<file path="src/rtl/pulse_param_ctrl_if.sv">
// UART byte channel between the receiver/transmitter and the parameter
// controller. master = UART side, slave = controller side.
interface pulse_param_ctrl_if;
  logic [7:0] rx_data;
  logic       rx_valid;
  logic [7:0] tx_data;
  logic       tx_valid;
  logic       tx_ready;

  modport master (output rx_data, rx_valid, tx_ready, input tx_data, tx_valid);
  modport slave  (input rx_data, rx_valid, tx_ready, output tx_data, tx_valid);
endinterface

</file>
<file path="src/rtl/pulse_param_ctrl.sv">
// Pulse generator configuration controller: parses UART command frames into
// shadow registers and moves the whole shadow set to the active outputs at a
// period boundary once an apply command has armed the transfer.
module pulse_param_ctrl #(
  parameter int          TIMEOUT     = 2000000,
  parameter logic [31:0] DEF_PER     = 32'd201000,
  parameter logic [31:0] DEF_P1WID   = 32'd30,
  parameter logic [31:0] DEF_DEL     = 32'd200,
  parameter logic [31:0] DEF_P2WID   = 32'd30,
  parameter logic [7:0]  DEF_PBL     = 8'd50,
  parameter logic [15:0] DEF_PBLOFF  = 16'd100,
  parameter logic [2:0]  DEF_FLAGS   = 3'b111
) (
  input  logic                 clk_pll,
  input  logic                 reset,
  pulse_param_ctrl_if.slave    uart,
  input  logic                 cycle_start,
  output logic [31:0]          per,
  output logic [31:0]          p1wid,
  output logic [31:0]          del,
  output logic [31:0]          p2wid,
  output logic [7:0]           p_bl,
  output logic [15:0]          p_bl_off,
  output logic                 pump,
  output logic                 cpmg,
  output logic                 block,
  output logic                 pending,
  output logic                 updated,
  output logic                 err
);

  // Idle counter only needs to reach TIMEOUT-1; the edge that would make it
  // TIMEOUT is the one that abandons the frame.
  localparam int          TW    = (TIMEOUT > 1) ? $clog2(TIMEOUT) : 1;
  localparam logic [TW-1:0] TLAST = TW'(TIMEOUT - 1);
  localparam logic [7:0]  CMD_APPLY = 8'h0F;
  localparam logic [7:0]  RSP_ERR   = 8'hEE;

  typedef enum logic {IDLE, PAY} state_t;

  state_t        state;
  logic [7:0]    cmd;
  logic [1:0]    cnt;
  logic [31:0]   asm_q;
  logic [TW-1:0] tcnt;

  logic [31:0] s_per, s_p1wid, s_del, s_p2wid;
  logic [7:0]  s_pbl;
  logic [15:0] s_pbloff;
  logic [2:0]  s_flags;   // {block, cpmg, pump}
  logic [2:0]  a_flags;

  logic [31:0] asm_next;
  logic        xfer;
  logic        is_cfg;

  assign asm_next = {asm_q[23:0], uart.rx_data};
  // pending is the registered value, so an apply byte arriving together with
  // cycle_start cannot transfer on that same strobe.
  assign xfer     = pending && cycle_start;
  assign is_cfg   = (uart.rx_data != 8'h00) && (uart.rx_data <= 8'h07);

  assign pump  = a_flags[0];
  assign cpmg  = a_flags[1];
  assign block = a_flags[2];

  // Frame parser, shadow registers, timeout, apply arming and response byte.
  always_ff @(posedge clk_pll or posedge reset) begin
    if (reset) begin
      state         <= IDLE;
      cmd           <= 8'h00;
      cnt           <= 2'd0;
      asm_q         <= 32'h0;
      tcnt          <= '0;
      pending       <= 1'b0;
      err           <= 1'b0;
      uart.tx_data  <= 8'h00;
      uart.tx_valid <= 1'b0;
      s_per         <= DEF_PER;
      s_p1wid       <= DEF_P1WID;
      s_del         <= DEF_DEL;
      s_p2wid       <= DEF_P2WID;
      s_pbl         <= DEF_PBL;
      s_pbloff      <= DEF_PBLOFF;
      s_flags       <= DEF_FLAGS;
    end else begin
      err <= 1'b0;
      if (uart.tx_ready) uart.tx_valid <= 1'b0;
      if (xfer) pending <= 1'b0;
      case (state)
        IDLE: begin
          tcnt <= '0;
          if (uart.rx_valid) begin
            if (is_cfg) begin
              cmd   <= uart.rx_data;
              cnt   <= 2'd0;
              state <= PAY;
            end else if (uart.rx_data == CMD_APPLY) begin
              pending       <= 1'b1;
              uart.tx_data  <= CMD_APPLY;
              uart.tx_valid <= 1'b1;
            end else begin
              err           <= 1'b1;
              uart.tx_data  <= RSP_ERR;
              uart.tx_valid <= 1'b1;
            end
          end
        end
        PAY: begin
          if (uart.rx_valid) begin
            asm_q <= asm_next;
            cnt   <= cnt + 2'd1;
            tcnt  <= '0;
            if (cnt == 2'd3) begin
              case (cmd)
                8'h01:   s_per    <= asm_next;
                8'h02:   s_p1wid  <= asm_next;
                8'h03:   s_del    <= asm_next;
                8'h04:   s_p2wid  <= asm_next;
                8'h05:   s_pbl    <= asm_next[7:0];
                8'h06:   s_pbloff <= asm_next[15:0];
                8'h07:   s_flags  <= asm_next[2:0];
                default: ;
              endcase
              uart.tx_data  <= cmd;
              uart.tx_valid <= 1'b1;
              state         <= IDLE;
            end
          end else if (tcnt == TLAST) begin
            tcnt          <= '0;
            err           <= 1'b1;
            uart.tx_data  <= RSP_ERR;
            uart.tx_valid <= 1'b1;
            state         <= IDLE;
          end else begin
            tcnt <= tcnt + TW'(1);
          end
        end
        default: state <= IDLE;
      endcase
    end
  end

  // Active set: copied from the shadows only on an armed cycle_start.
  always_ff @(posedge clk_pll or posedge reset) begin
    if (reset) begin
      per      <= DEF_PER;
      p1wid    <= DEF_P1WID;
      del      <= DEF_DEL;
      p2wid    <= DEF_P2WID;
      p_bl     <= DEF_PBL;
      p_bl_off <= DEF_PBLOFF;
      a_flags  <= DEF_FLAGS;
      updated  <= 1'b0;
    end else begin
      updated <= xfer;
      if (xfer) begin
        per      <= s_per;
        p1wid    <= s_p1wid;
        del      <= s_del;
        p2wid    <= s_p2wid;
        p_bl     <= s_pbl;
        p_bl_off <= s_pbloff;
        a_flags  <= s_flags;
      end
    end
  end

endmodule
</file>
<file path="src/flat_wrapper.sv">
// flat-port wrapper written by rule: the top's interface ports become plain ports
module pulse_param_ctrl_flat 
#(
  parameter int          TIMEOUT     = 2000000,
  parameter logic [31:0] DEF_PER     = 32'd201000,
  parameter logic [31:0] DEF_P1WID   = 32'd30,
  parameter logic [31:0] DEF_DEL     = 32'd200,
  parameter logic [31:0] DEF_P2WID   = 32'd30,
  parameter logic [7:0]  DEF_PBL     = 8'd50,
  parameter logic [15:0] DEF_PBLOFF  = 16'd100,
  parameter logic [2:0]  DEF_FLAGS   = 3'b111
)
  (clk_pll, reset, cycle_start, per, p1wid, del, p2wid, p_bl, p_bl_off, pump, cpmg, block, pending, updated, err, uart_rx_data, uart_rx_valid, uart_tx_ready, uart_tx_data, uart_tx_valid);
  pulse_param_ctrl_if uart_i ();
  input  logic clk_pll;
  input  logic reset;
  input  logic cycle_start;
  output logic [31:0] per;
  output logic [31:0] p1wid;
  output logic [31:0] del;
  output logic [31:0] p2wid;
  output logic [7:0] p_bl;
  output logic [15:0] p_bl_off;
  output logic pump;
  output logic cpmg;
  output logic block;
  output logic pending;
  output logic updated;
  output logic err;
  input wire logic [$bits(uart_i.rx_data)-1:0] uart_rx_data;
  input wire logic [$bits(uart_i.rx_valid)-1:0] uart_rx_valid;
  input wire logic [$bits(uart_i.tx_ready)-1:0] uart_tx_ready;
  output wire logic [$bits(uart_i.tx_data)-1:0] uart_tx_data;
  output wire logic [$bits(uart_i.tx_valid)-1:0] uart_tx_valid;
  assign uart_i.rx_data = uart_rx_data;
  assign uart_i.rx_valid = uart_rx_valid;
  assign uart_i.tx_ready = uart_tx_ready;
  assign uart_tx_data = uart_i.tx_data;
  assign uart_tx_valid = uart_i.tx_valid;
  pulse_param_ctrl #(.TIMEOUT(TIMEOUT), .DEF_PER(DEF_PER), .DEF_P1WID(DEF_P1WID), .DEF_DEL(DEF_DEL), .DEF_P2WID(DEF_P2WID), .DEF_PBL(DEF_PBL), .DEF_PBLOFF(DEF_PBLOFF), .DEF_FLAGS(DEF_FLAGS)) u_core (.clk_pll(clk_pll), .reset(reset), .uart(uart_i), .cycle_start(cycle_start), .per(per), .p1wid(p1wid), .del(del), .p2wid(p2wid), .p_bl(p_bl), .p_bl_off(p_bl_off), .pump(pump), .cpmg(cpmg), .block(block), .pending(pending), .updated(updated), .err(err));
endmodule
</file>
<file path="config.mk">
export PLATFORM = sky130hd
export DESIGN_NAME = pulse_param_ctrl_flat
export DESIGN_NICKNAME = d
export VERILOG_FILES = /design/src/rtl/pulse_param_ctrl_if.sv /design/src/rtl/pulse_param_ctrl.sv /design/src/flat_wrapper.sv
export SDC_FILE = /design/constraint.sdc
export NUM_CORES = 1
export LEC_CHECK = 0
export BUFFER_PORTS_ARGS = -buffer_cell sky130_fd_sc_hd__buf_2
export CORE_ASPECT_RATIO = 0.5
export CORE_MARGIN = 2
export CORE_UTILIZATION = 58
export DETAILED_ROUTE_END_ITERATION = 10
export PLACE_DENSITY = 0.89
export SYNTH_ARGS = -nofsm -noshare
export SYNTH_HDL_FRONTEND = slang
export SYNTH_SLANG_ARGS = --single-unit
</file>
<file path="constraint.sdc">
create_clock -name clk_pll -period 12.5 [get_ports clk_pll]
set_clock_uncertainty 0.2 [all_clocks]
set_input_delay 0 -clock clk_pll [delete_from_list [all_inputs] [get_ports clk_pll]]
set_output_delay 0 -clock clk_pll [all_outputs]
set_load 0.005 [all_outputs]
</file>
==> results of run 1 <==
[final timing paths]
kind / from / slack [ns] / depth (start not counted) / to
max: u_core.state$_DFF_PP0_ / 9.29 / 6 / u_core.s_per[24]$_DFFE_PP0P_
min: reset / -0.02 / 3 / u_core.cmd[6]$_DFFE_PP0P_
max reg2reg: u_core.state$_DFF_PP0_ / 9.29 / 6 / u_core.s_per[24]$_DFFE_PP0P_
min reg2reg: u_core.tcnt[0]$_DFF_PP0_ / 0.28 / 1 / u_core.tcnt[0]$_DFF_PP0_
max in group asynchronous: reset / 10.45 / 4 / u_core.s_p2wid[17]$_DFFE_PP0P_
min in group clk_pll: uart_rx_data[6] / 0.21 / 3 / u_core.s_per[6]$_DFFE_PP0P_
[flip-flops by register name (all words and copies together), names as in the netlist, 21 cells and up]
name            count
u_core.s_p2wid     32
u_core.del         32
u_core.per         32
u_core.asm_q       24
u_core.s_del       32
u_core.s_per       32
u_core.tcnt        21
u_core.p1wid       32
u_core.s_p1wid     32
u_core.p2wid       32
[cell usage after synthesis, types with 5 or more instances]
cell type / instances / share of area [%]
buf_6: 7 / 0.54
nor3_1: 5 / 0.17
xnor2_1: 8 / 0.48
inv_1: 12 / 0.31
o21ai_0: 8 / 0.28
xor2_1: 11 / 0.66
dfstp_2: 52 / 9.4
nand4_1: 7 / 0.30
nand3_1: 8 / 0.28
buf_1: 5 / 0.13
dfrtp_1: 326 / 56
mux2_2: 333 / 26
nand2_1: 18 / 0.46
nor2_1: 35 / 0.90
clkbuf_1: 17 / 0.44
buf_2: 8 / 0.28
[critical path: cells and delay by family (launching register included)]
kind | cells | cell delay (ns)
DFF | 1 | 0.43
buffers and inverters | 1 | 0.45
and+or+nand+nor | 4 | 1.60
muxes | 1 | 0.39
[layout make-up]
| class | count | share of cell area, % |
|---|---|---|
| flip-flops and latches | 378 | 56.30 |
| multi-input cells | 482 | 28.15 |
| repair buffers | 202 | 6.553 |
| clock buffers | 43 | 5.443 |
| well taps | 336 | 2.485 |
| clock inverters | 14 | 0.7396 |
| inverters | 13 | 0.3328 |
[cell families (layout without fill, tap and decap cells)]
family	Yosys count	count (layout)	synth area share, %
flops	378	378	65.49
mux	341	341	26.48
simple gates	104	104	4.112
buf+inv	54	272	1.927
xor+xnor	19	19	1.144
compound gates	16	16	0.6796
fa+ha+maj	2	2	0.1720
[stage by stage]
step	hold WS, ns	setup slack (ns)	std cells	total power (uW)	cell area, um2
2_1_floorplan	-0.1036	1.885	914	1497	14540
3_3_place_gp	-0.007223	9.444	1395	1583	15710
3_5_place_dp	0.02093	9.318	1395	1597	15710
4_1_cts	0.05579	9.301	1468	2592	16920
5_1_grt	0.1081	9.100	1468	2671	16920
6_report	-0.01826	9.292	1468	2579	16920
[power breakdown]
group          internal [uW]  switching [uW]  leakage, uW
sequential              1300             118      0.00501
clock                    554             441     0.000524
combinational           82.5            83.3      0.00335
total                   1940             642      0.00888
[timing repair]
item | in CTS | in global routing
hold endpoints to repair | 225 | 0
setup buffers | 0 | 0
hold buffers | 16 | 0
resized for setup | 0 | 0
[layer usage]
layer / share of wire, % / routed length, um / vias to the layer above
met4: 3.2 / 1008 / 0
li1: - / - / 3591
met3: 3.7 / 1160 / 75
met2: 50 / 15820 / 179
met5: 0 / 0 / -
met1: 43 / 13360 / 4385
==> results.md, run 1 <==
- Run status: complete, but fails checks
- Failing checks: hold timing
- Max Slew Vio Count: 0
- GRT busiest layer: met2
- Setup_tns: 0 ns
- Peak supply drop: 0.0001055 V
- Core Region: 0.02432 mm2
- Worst EP arrival: 3.45 ns
- Fin nets: 1,123
- Final setup fails: 0
- First-pass GRT wire length: 49.24 mm
- WHS: -0.01826 ns
- Worst Tran Pin Value: 1.192 ns
- Area of the multi-input gates: 0.004762 mm2
- Net Count, Synth: 929
- Die Ht: 116.0 um
- First-pass DRT Iterations: 5
- Synthesis-to-layout area growth: 16.32%
- Met3 usage in global routing: 3.962%
- DRC Markers: 0
- Top_reg_cell synth: dfrtp_1
- Register bit count reported by yosys: 378
- Tcrit/Tclk final: 25.67%
- Clock transition at path regs: 0.07 ns
- Number of global-route vias before repair: 8,844
- Initial core utilization: 59.79%
- Max cap viols: 0
- Worst-path maximum fanout: 26
- Hold Fails Final Rpt: 4
- Final weighted congestion of routability-driven global placement: 0.8194
- Initial antenna violation count: 0
- Routed vias: 8,230
- Drt via density: 5.606
- Mapped Cells: 914
- CTS H-tree depth: 1
- Register area share after synthesis: 65.49%
- N_diodes: 0
- FMAX: 0.3117 GHz
- Power Density: 152.4 mW/mm2
- Minimum clock period: 3.208 ns
- TritonCTS buffer count: 31
- Crit-path slowest cell: nor3b_4
- Layout cell share with drive strength beyond 1: 57.42%
- P_leak: 0.008884 uW
- RSZ-0062 raised after global routing: no
- GR Layer Usage met1: 31.09%
- Sink Count: 378
- Cell Chain, Critical Path: nand2_2 -> nor3b_2 -> nand2_1 -> nor3b_4 -> buf_4 -> mux2_2
- Most common cell after layout, fill and taps aside: mux2_2
- Met2 GRT Util: 42.22%
- Critical Path RT: 12.75 ns
- Final WL: 31.35 mm
- Max Buffers Root-to-Sink: 3
- Syn_area_per_cell: 15.91 um2
- Nature of the critical path endpoint: flip-flop
- Min-Delay Path Class: input pin to asynchronous set/reset pin
- Boundary Pins: 180
- # port buffers: 179
- Mapped cell area: 0.01454 mm2
- Most frequent cells in the layout: 333 x mux2_2, 326 x dfrtp_1, 179 x buf_2, 52 x dfstp_2, 34 x nor2_1
- Worst path max stage delay: 0.65 ns
- Relative slew slack: 20.44%
- DIE AREA: 0.02644 mm2
- Final Core Density: 69.55%
- Die W: 227.9 um
- Post-route ant nets: 0
- CTS tree: built
- Root Driver: clkbuf_16
- Grt ovf: 0
- Initial DRC Count: 566
- Latest clock arrival within the worst-skew pair: 0.57 ns
- Rows: 40
- Synth cell types: 47
- Ys async rst share: 100.0%
- EDFF count, synth: 0
- Critical Path Source Type: flip-flop
- FILL cells: 1,590
- DP HPWL: 19.84 mm
- Register area: 0.009524 mm2
- Setup CP Type: flip-flop to flip-flop
- Largest net degree at the start of global routing: 154
- Total Routing Usage GR: 23.97%
- Synthesis Warnings: 0
- Post-DR wirelength/cell: 21.35 um
Note: power is estimated with default switching activity, not from simulation.
==> run 2, diff against run 1 <==
--- a/config.mk
+++ b/config.mk
@@ -5,6 +5,7 @@
 export SDC_FILE = /design/constraint.sdc
 export NUM_CORES = 1
 export LEC_CHECK = 0
+export ABC_AREA = 1
 export BUFFER_PORTS_ARGS = -buffer_cell sky130_fd_sc_hd__buf_2
 export CORE_ASPECT_RATIO = 0.5
 export CORE_MARGIN = 2
==> constraint.sdc (replaced) <==
create_clock -name clk_pll -period 3.1 [get_ports clk_pll]
set_clock_uncertainty 0.2 [all_clocks]
set_input_delay 0 -clock clk_pll [delete_from_list [all_inputs] [get_ports clk_pll]]
set_output_delay 0 -clock clk_pll [all_outputs]
set_load 0.005 [all_outputs]
==> run 2 against run 1 <==
  * The flow now finishes without violations
  * Sequential cell count unchanged
  * Total power increased to 4.2 times the previous value
  * Clock-buffer cell count decreased by 3
  * Die area increased by 3.0%
  * Final cell count increased by 46%
  * Sequential power increased to 3.9 times the previous value
  * Wire length increased by 14%
  * Register-to-register slack got worse by 8.6 ns
  * Critical endpoint is now u_core.s_p2wid[19]$_DFFE_PP0P_
  * Largest cell class unchanged
  * Largest power group unchanged
==> results.md, run 2 <==
- Largest cells by area after synthesis: dfrtp_1 54%, nand2_1 16%, dfstp_2 9.1%, o21ai_2 3.7%, inv_1 3.3% (was dfrtp_1 56%, mux2_2 26%, dfstp_2 9.4%, nor2_1 0.90%, xor2_1 0.66%)
- Mapped Cells: 1,589 (was 914)
- Post_cts resized: 0 (unchanged)
- Final WL: 35.66 mm (was 31.35 mm)
- Synth Area in Compound Gates: 9.391% (was 0.6796%)
- Top-count cell post-synth: nand2_1 (was mux2_2)
- Net Count, Synth: 1,604 (was 929)
- Hold Fails Final Rpt: 0 (was 4)
- Proportion of synthesized area in mux cells: 0% (was 26.48%)
- Internal: 8019 uW (was 1937 uW)
- Final Core Density: 68.90% (was 69.55%)
- Fin nets: 1,782 (was 1,123)
- Routed vias: 11,430 (was 8,230)
- N_diodes: 0 (unchanged)
- Share of the synthesized area in the top cell type: 54.42% (was 56.09%)
- Ys async rst share: 100.0% (unchanged)
- Worst EP arrival: 2.69 ns (was 3.45 ns)
- Synth area leader: dfrtp_1 (unchanged)
- Initial DRC Count: 1,254 (was 566)
- Total Routing Usage GR: 26.62% (was 23.97%)
- TritonCTS buffer count: 31 (unchanged)
- Critical Path Source Type: flip-flop (unchanged)
- Worst slack, placed: 0.7376 ns (was 9.318 ns)
- XOR/XNOR Fraction of Synth Area: 0.2922% (was 1.144%)
- Relative slew slack: 27.80% (was 20.44%)
- Final weighted congestion of routability-driven global placement: 0.8476 (was 0.8194)
- Max Buffers Root-to-Sink: 3 (unchanged)
- CTS H-tree depth: 1 (unchanged)
- Adder-cell share of the synthesized area: 0.1669% (was 0.1721%)
- Main combinational cell family by area after synthesis: simple AND/OR/NAND/NOR gates (was multiplexers)
- Power Density: 626.0 mW/mm2 (was 152.4 mW/mm2)
- Clock transition at path regs: 0.07 ns (about the same)
- Final setup fails: 0 (unchanged)
- Sink Count: 378 (unchanged)
- Min-Delay Path Class: input pin to flip-flop (was input pin to asynchronous set/reset pin)
- FILL cells: 1,740 (was 1,590)
- Root Driver: clkbuf_16 (unchanged)
- Boundary Pins: 180 (unchanged)
- Worst-path maximum fanout: 64 (was 26)
- FMAX: 0.4109 GHz (was 0.3117 GHz)
- Combinational share of power: 10.4% (was 6.4%)
- Initial antenna violation count: 0 (unchanged)
- P_leak: 0.009169 uW (was 0.008884 uW)
- Max Slew Vio Count: 0 (unchanged)
- Top_reg_cell synth: dfrtp_1 (unchanged)
- Die Ht: 117.7 um (was 116.0 um)
- Nature of the critical path endpoint: flip-flop (unchanged)
- Commonest cells in the synthesized netlist: 656 x nand2_1, 326 x dfrtp_1, 130 x inv_1, 82 x o21ai_1, 78 x o21ai_0 (was 333 x mux2_2, 326 x dfrtp_1, 52 x dfstp_2, 35 x nor2_1, 18 x nand2_1)
- Clock power frac: 39.3% (was 38.6%)
- CTS Hold Bufs: 15 (was 16)
- Mapped cell area: 0.01499 mm2 (was 0.01454 mm2)
- Register bit count reported by yosys: 378 (unchanged)
- Most frequent cells in the layout: 654 x nand2_1, 326 x dfrtp_1, 179 x buf_2, 129 x inv_1, 82 x o21ai_1 (was 333 x mux2_2, 326 x dfrtp_1, 179 x buf_2, 52 x dfstp_2, 34 x nor2_1)
- Sw Share: 26.48% (was 24.90%)
- Postcts setup bufs: 0 (unchanged)
- DP HPWL: 22.15 mm (was 19.84 mm)
- Post-DR wirelength/cell: 16.70 um (was 21.35 um)
- WHS: 0.01146 ns (was -0.01826 ns)
- Layout cell share with drive strength beyond 1: 21.82% (was 57.42%)
- First-pass DRT Iterations: 6 (was 5)
- First-pass GRT wire length: 57.77 mm (was 49.24 mm)
- Grt ovf: 0 (unchanged)
- Post-synthesis simple-gate area fraction: 20.51% (was 4.112%)
- Final worst slack: 0.6664 ns (was 9.292 ns)
- Initial core utilization: 59.27% (was 59.79%)
- CTS tree: built (unchanged)
- Synthesis Warnings: 0 (unchanged)
- Die W: 231.4 um (was 227.9 um)
- EDFF count, synth: 0 (unchanged)
- Most common cell after layout, fill and taps aside: nand2_1 (was mux2_2)
- Latest clock arrival within the worst-skew pair: 0.57 ns (about the same)
- Minimum clock period: 2.434 ns (was 3.208 ns)
- Register area share after synthesis: 63.54% (was 65.49%)
- Peak supply drop: 0.0004061 V (was 0.0001055 V)
- Synth cell types: 36 (was 47)
- Worst Tran Pin Value: 1.081 ns (was 1.192 ns)
- Reg power frac: 50.3% (was 55.0%)
- Tcrit/Tclk final: 78.50% (was 25.67%)
- Synthesis-to-layout area growth: 16.24% (was 16.32%)
- Largest net degree at the start of global routing: 188 (was 154)
- Setup CP Type: flip-flop to flip-flop (unchanged)
- Sw power: 2889 uW (was 642.1 uW)
- Core Region: 0.02529 mm2 (was 0.02432 mm2)
- Critical Path RT: 3.35 ns (was 12.75 ns)
- RSZ-0062 raised after global routing: no (unchanged)
- Rows: 41 (was 40)
- # port buffers: 179 (unchanged)
- Syn_area_per_cell: 9.433 um2 (was 15.91 um2)
- Number of global-route vias before repair: 11,170 (was 8,844)
- DIE AREA: 0.02722 mm2 (was 0.02644 mm2)
- DRC Markers: 0 (unchanged)
- Max cap viols: 0 (unchanged)
- Run status: finished clean (was complete, but fails checks)
- Post-route ant nets: 0 (unchanged)
- Drt via density: 5.351 (was 5.606)
run 2: metal layers:
metal | track usage, % | wire length [um] | share of wire, %
met5 | 0 | 0 | 0
met3 | 4.360 | 2056 | 5.8
met2 | 43.53 | 17270 | 48
met4 | 9.556 | 1360 | 3.8
met1 | 36.42 | 14970 | 42
run 2: metrics by stage:
step / instance area (um2) / power [uW] / setup TNS (ns) / std cells
after global routing: 17420 / 11290 / 0 / 2136
after CTS: 17420 / 10920 / 0 / 2136
after floorplan: 14990 / 6162 / -735.56 / 1589
after detailed placement: 16160 / 6658 / 0 / 2063
after global placement: 16160 / 6605 / 0 / 2063
final: 17420 / 10910 / 0 / 2136
run 2: final cells by class:
cell class	count	area [um2]	area share (%)
Tap cell	344	430.4	2.470
Clock inverter	18	256.5	1.472
Timing Repair Buffer	215	1291	7.411
Multi-Input combinational cell	1009	4561	26.17
Inverter	132	501.7	2.880
Sequential cell	378	9524	54.66
Clock buffer	40	859.6	4.933
run 2: logic make-up after synthesis:
family / count (synthesis)
compound gates: 231
simple gates: 771
fa+ha+maj: 2
buf+inv: 202
flops: 378
xor+xnor: 5
run 2: worst max-delay path: stages (launching register included):
cell and delay (ns):
dfrtp_1 0.44, nand2_2 0.09, inv_2 0.10, nand2_4 0.09
nor2_4 0.13, nand4_4 0.71, o21ai_1 0.44, inv_1 0.07
run 2: path summary, 6_finish.rpt:
check                                              start                              to  slack (ns)  depth (start not counted)
max                               u_core.state$_DFF_PP0_  u_core.s_p2wid[19]$_DFFE_PP0P_        0.67                          7
min reg2reg                u_core.s_p1wid[3]$_DFFE_PP1P_     u_core.p1wid[3]$_DFFE_PP1P_        0.26                          2
min in group asynchronous                          reset    u_core.p1wid[16]$_DFFE_PP0P_        0.03                          3
max reg2reg                       u_core.state$_DFF_PP0_  u_core.s_p2wid[19]$_DFFE_PP0P_        0.67                          7
max in group asynchronous                          reset     u_core.p1wid[4]$_DFFE_PP1P_        1.76                          4
min                                      uart_rx_data[1]   u_core.s_p2wid[1]$_DFFE_PP1P_        0.01                          4
run 2: power groups by stage:
stage	clock network [uW]	logic, uW	registers, uW
2_1_floorplan	0	643	5520
5_1_grt	4520	1260	5520
6_report	4290	1140	5480
4_1_cts	4300	1140	5470
3_3_place_gp	0	1060	5550
3_5_place_dp	0	1100	5560
==> run 3, diff against run 2 <==
--- a/config.mk
+++ b/config.mk
@@ -5,13 +5,13 @@
 export SDC_FILE = /design/constraint.sdc
 export NUM_CORES = 1
 export LEC_CHECK = 0
-export ABC_AREA = 1
+export ABC_AREA = 0
 export BUFFER_PORTS_ARGS = -buffer_cell sky130_fd_sc_hd__buf_2
 export CORE_ASPECT_RATIO = 0.5
 export CORE_MARGIN = 2
-export CORE_UTILIZATION = 58
+export CORE_UTILIZATION = 52
 export DETAILED_ROUTE_END_ITERATION = 10
-export PLACE_DENSITY = 0.89
+export PLACE_DENSITY = 0.85
 export SYNTH_ARGS = -nofsm -noshare
 export SYNTH_HDL_FRONTEND = slang
 export SYNTH_SLANG_ARGS = --single-unit
==> constraint.sdc (replaced) <==
create_clock -name clk_pll -period 2 [get_ports clk_pll]
set_clock_uncertainty 0.2 [all_clocks]
set_input_delay 0 -clock clk_pll [delete_from_list [all_inputs] [get_ports clk_pll]]
set_output_delay 0 -clock clk_pll [all_outputs]
set_load 0.005 [all_outputs]
==> run 3 against run 2 <==
  * The run now ends with setup timing left
  * Core utilization grew 0.069 points
  * Cell area grew 9.2%
  * Die area grew 8.0%
  * Via count shrank 21%
  * Fmax grew 5.6%
  * Largest power group unchanged
  * Highest routed layer unchanged
==> results.md, run 3 (same netlist as run 1, synthesis figures left out) <==
- Run status: complete, but fails checks (was finished clean)
- Failing checks: setup timing
- Min-Delay Path Class: input pin to flip-flop (unchanged)
- Worst-path maximum fanout: 8 (was 64)
- Final worst slack: -0.3048 ns (was 0.6664 ns)
- Die Ht: 122.3 um (was 117.7 um)
- Critical Path End: u_core.s_p2wid[6]$_DFFE_PP0P_ (was u_core.s_p2wid[19]$_DFFE_PP0P_)
- Post-Route M1 WL: 16.04 mm (was 14.97 mm)
- Met3 wire length: 2.059 mm (was 2.056 mm)
- Drt via density: 5.612 (was 5.351)
- Synthesis-to-layout area growth: 30.88% (was 16.24%)
- Minimum clock period: 2.305 ns (was 2.434 ns)
- DP HPWL: 22.18 mm (was 22.15 mm)
- Worst Reg-to-Reg Cells: 7 (unchanged)
- Most frequent cells in the layout: 326 x dfrtp_1, 211 x mux2_2, 179 x buf_2, 127 x mux2_4, 59 x buf_4 (was 654 x nand2_1, 326 x dfrtp_1, 179 x buf_2, 129 x inv_1, 82 x o21ai_1)
- Worst Tran Pin Value: 0.5664 ns (was 1.081 ns)
- FILL cells: 1,593 (was 1,740)
- Die W: 240.5 um (was 231.4 um)
- Critical Path Source Type: flip-flop (unchanged)
- Root Driver: clkbuf_16 (unchanged)
- DIE AREA: 0.02940 mm2 (was 0.02722 mm2)
- Latest clock arrival within the worst-skew pair: 0.53 ns (was 0.57 ns)
- RSZ-0062 raised after global routing: yes (was no)
- FMAX: 0.4339 GHz (was 0.4109 GHz)
- Power Density: 908.0 mW/mm2 (was 626.0 mW/mm2)
- Sink Count: 378 (unchanged)
- Highest routed layer: met4 (unchanged)
- WHS: 0.2923 ns (was 0.01146 ns)
- First-pass GRT wire length: 58.26 mm (was 57.77 mm)
- Met2 wire len: 20.17 mm (was 17.27 mm)
- N_diodes: 0 (unchanged)
- Number of global-route vias before repair: 9,878 (was 11,170)
- Area after DPL: 0.01661 mm2 (was 0.01616 mm2)
- Layout cell share with drive strength beyond 1: 63.18% (was 21.82%)
- Clock transition at path regs: 0.07 ns (about the same)
- Final weighted congestion of routability-driven global placement: 0.8389 (was 0.8476)
- Max Slew Vio Count: 0 (unchanged)
- Largest net degree at the start of global routing: 68 (was 188)
- Nature of the critical path endpoint: flip-flop (unchanged)
- Hold Fails Final Rpt: 0 (unchanged)
- CTS H-tree depth: 2 (was 1)
- R2R Setup Slk: -0.30 ns (was 0.67 ns)
- TritonCTS buffer count: 34 (was 31)
- Initial antenna violation count: 0 (unchanged)
- Initial core utilization: 52.70% (was 59.27%)
- Max cap viols: 0 (unchanged)
- P_leak: 0.009723 uW (was 0.009169 uW)
- CP startpoint: u_core.cmd[6]$_DFFE_PP0P_ (was u_core.state$_DFF_PP0_)
- DRC Markers: 0 (unchanged)
- Most common cell after layout, fill and taps aside: dfrtp_1 (was nand2_1)
- Critical Path RT: 2.19 ns (was 3.35 ns)
- Final Core Density: 68.97% (was 68.90%)
- Fin cells: 1,615 (was 2,136)
- First-pass DRT Iterations: 4 (was 6)
- Worst R2R End: u_core.s_p2wid[6]$_DFFE_PP0P_ (was u_core.s_p2wid[19]$_DFFE_PP0P_)
- Grt ovf: 0 (unchanged)
- Placed cells: 1,509 (was 2,063)
- Max Buffers Root-to-Sink: 3 (unchanged)
- Total Routing Usage GR: 26.29% (was 26.62%)
- Post-DR wirelength/cell: 24.68 um (was 16.70 um)
- Routed vias: 9,064 (was 11,430)
- Setup CP Type: flip-flop to flip-flop (unchanged)
- Setup_tns: -36.26 ns (was 0 ns)
- Rows: 43 (was 41)
- Initial DRC Count: 660 (was 1,254)
- Fin nets: 1,223 (was 1,782)
- Start of the worst register-to-register path: u_core.cmd[6]$_DFFE_PP0P_ (was u_core.state$_DFF_PP0_)
- Core Region: 0.02760 mm2 (was 0.02529 mm2)
- Boundary Pins: 180 (unchanged)
- Relative slew slack: 62.24% (was 27.80%)
- # port buffers: 179 (unchanged)
- Post-route ant nets: 0 (unchanged)
- Final Cell Area: 0.01903 mm2 (was 0.01742 mm2)
- CTS tree: built (unchanged)
- Worst EP arrival: 2.49 ns (was 2.69 ns)
- Final WL: 39.85 mm (was 35.66 mm)
- Peak supply drop: 0.0006064 V (was 0.0004061 V)
- Tcrit/Tclk final: 115.2% (was 78.50%)
- Final setup fails: 177 (was 0)
[run 3: power breakdown]
part | total [uW] | internal [uW] | switching, uW
combinational | 1600 | 858 | 745
sequential | 8920 | 8120 | 794
clock | 6760 | 3830 | 2930
[run 3: critical path, stage by stage (launching register included)]
cell and delay, ns:
dfrtp_1 0.40, nor4_2 0.34, buf_4 0.19, nand2_4 0.05
nor4_4 0.31, buf_4 0.22, buf_12 0.16, mux2_4 0.31
[run 3: per-stage QoR]
stage / setup WS (ns) / power [uW]
after floorplan: -3.236 / 9434
after global placement: -0.2029 / 10090
after detailed placement: -0.2608 / 10190
after CTS: -0.2064 / 16980
after global routing: -0.3794 / 17850
final: -0.3048 / 17280
[run 3: worst min path at each step]
stage	cells after the start	start	slack [ns]	to
6_report	4	uart_rx_data[5]	0.29	u_core.s_p2wid[5]$_DFFE_PP0P_
5_1_grt	4	uart_rx_data[5]	0.30	u_core.s_p2wid[5]$_DFFE_PP0P_
4_1_cts	4	uart_rx_data[4]	0.03	u_core.err$_DFF_PP0_
3_5_place_dp	2	reset	-0.20	u_core.per[27]$_DFFE_PP0P_
3_3_place_gp	2	reset	-0.22	u_core.per[27]$_DFFE_PP0P_
2_1_floorplan	1	uart_tx_ready	-0.10	u_core.uart.tx_valid$_DFF_PP0_
[run 3: metal layers]
layer,vias up,track usage [%]
met4,0,11.06
met5,-,0
met2,323,44.51
met1,4840,33.50
li1,3788,-
met3,113,5.353
[run 3: layout make-up]
class | instances | area [um2] | share of cell area (%)
flip-flops and latches | 378 | 9524 | 50.04
clock buffers | 56 | 1077 | 5.660
multi-input cells | 482 | 5487 | 28.82
repair buffers | 299 | 2355 | 12.37
clock inverters | 5 | 61.31 | 0.3221
well taps | 382 | 478.0 | 2.511
inverters | 13 | 52.55 | 0.2761
[run 3: repair_timing]
action,4_1_cts,5_1_grt
hold buffers,16,1
resized for setup,107,86
endpoints found under the setup margin,184,189
buffers inserted,15,7
hold endpoints to repair,443,1
pin swaps,9,27
cloned,7,5
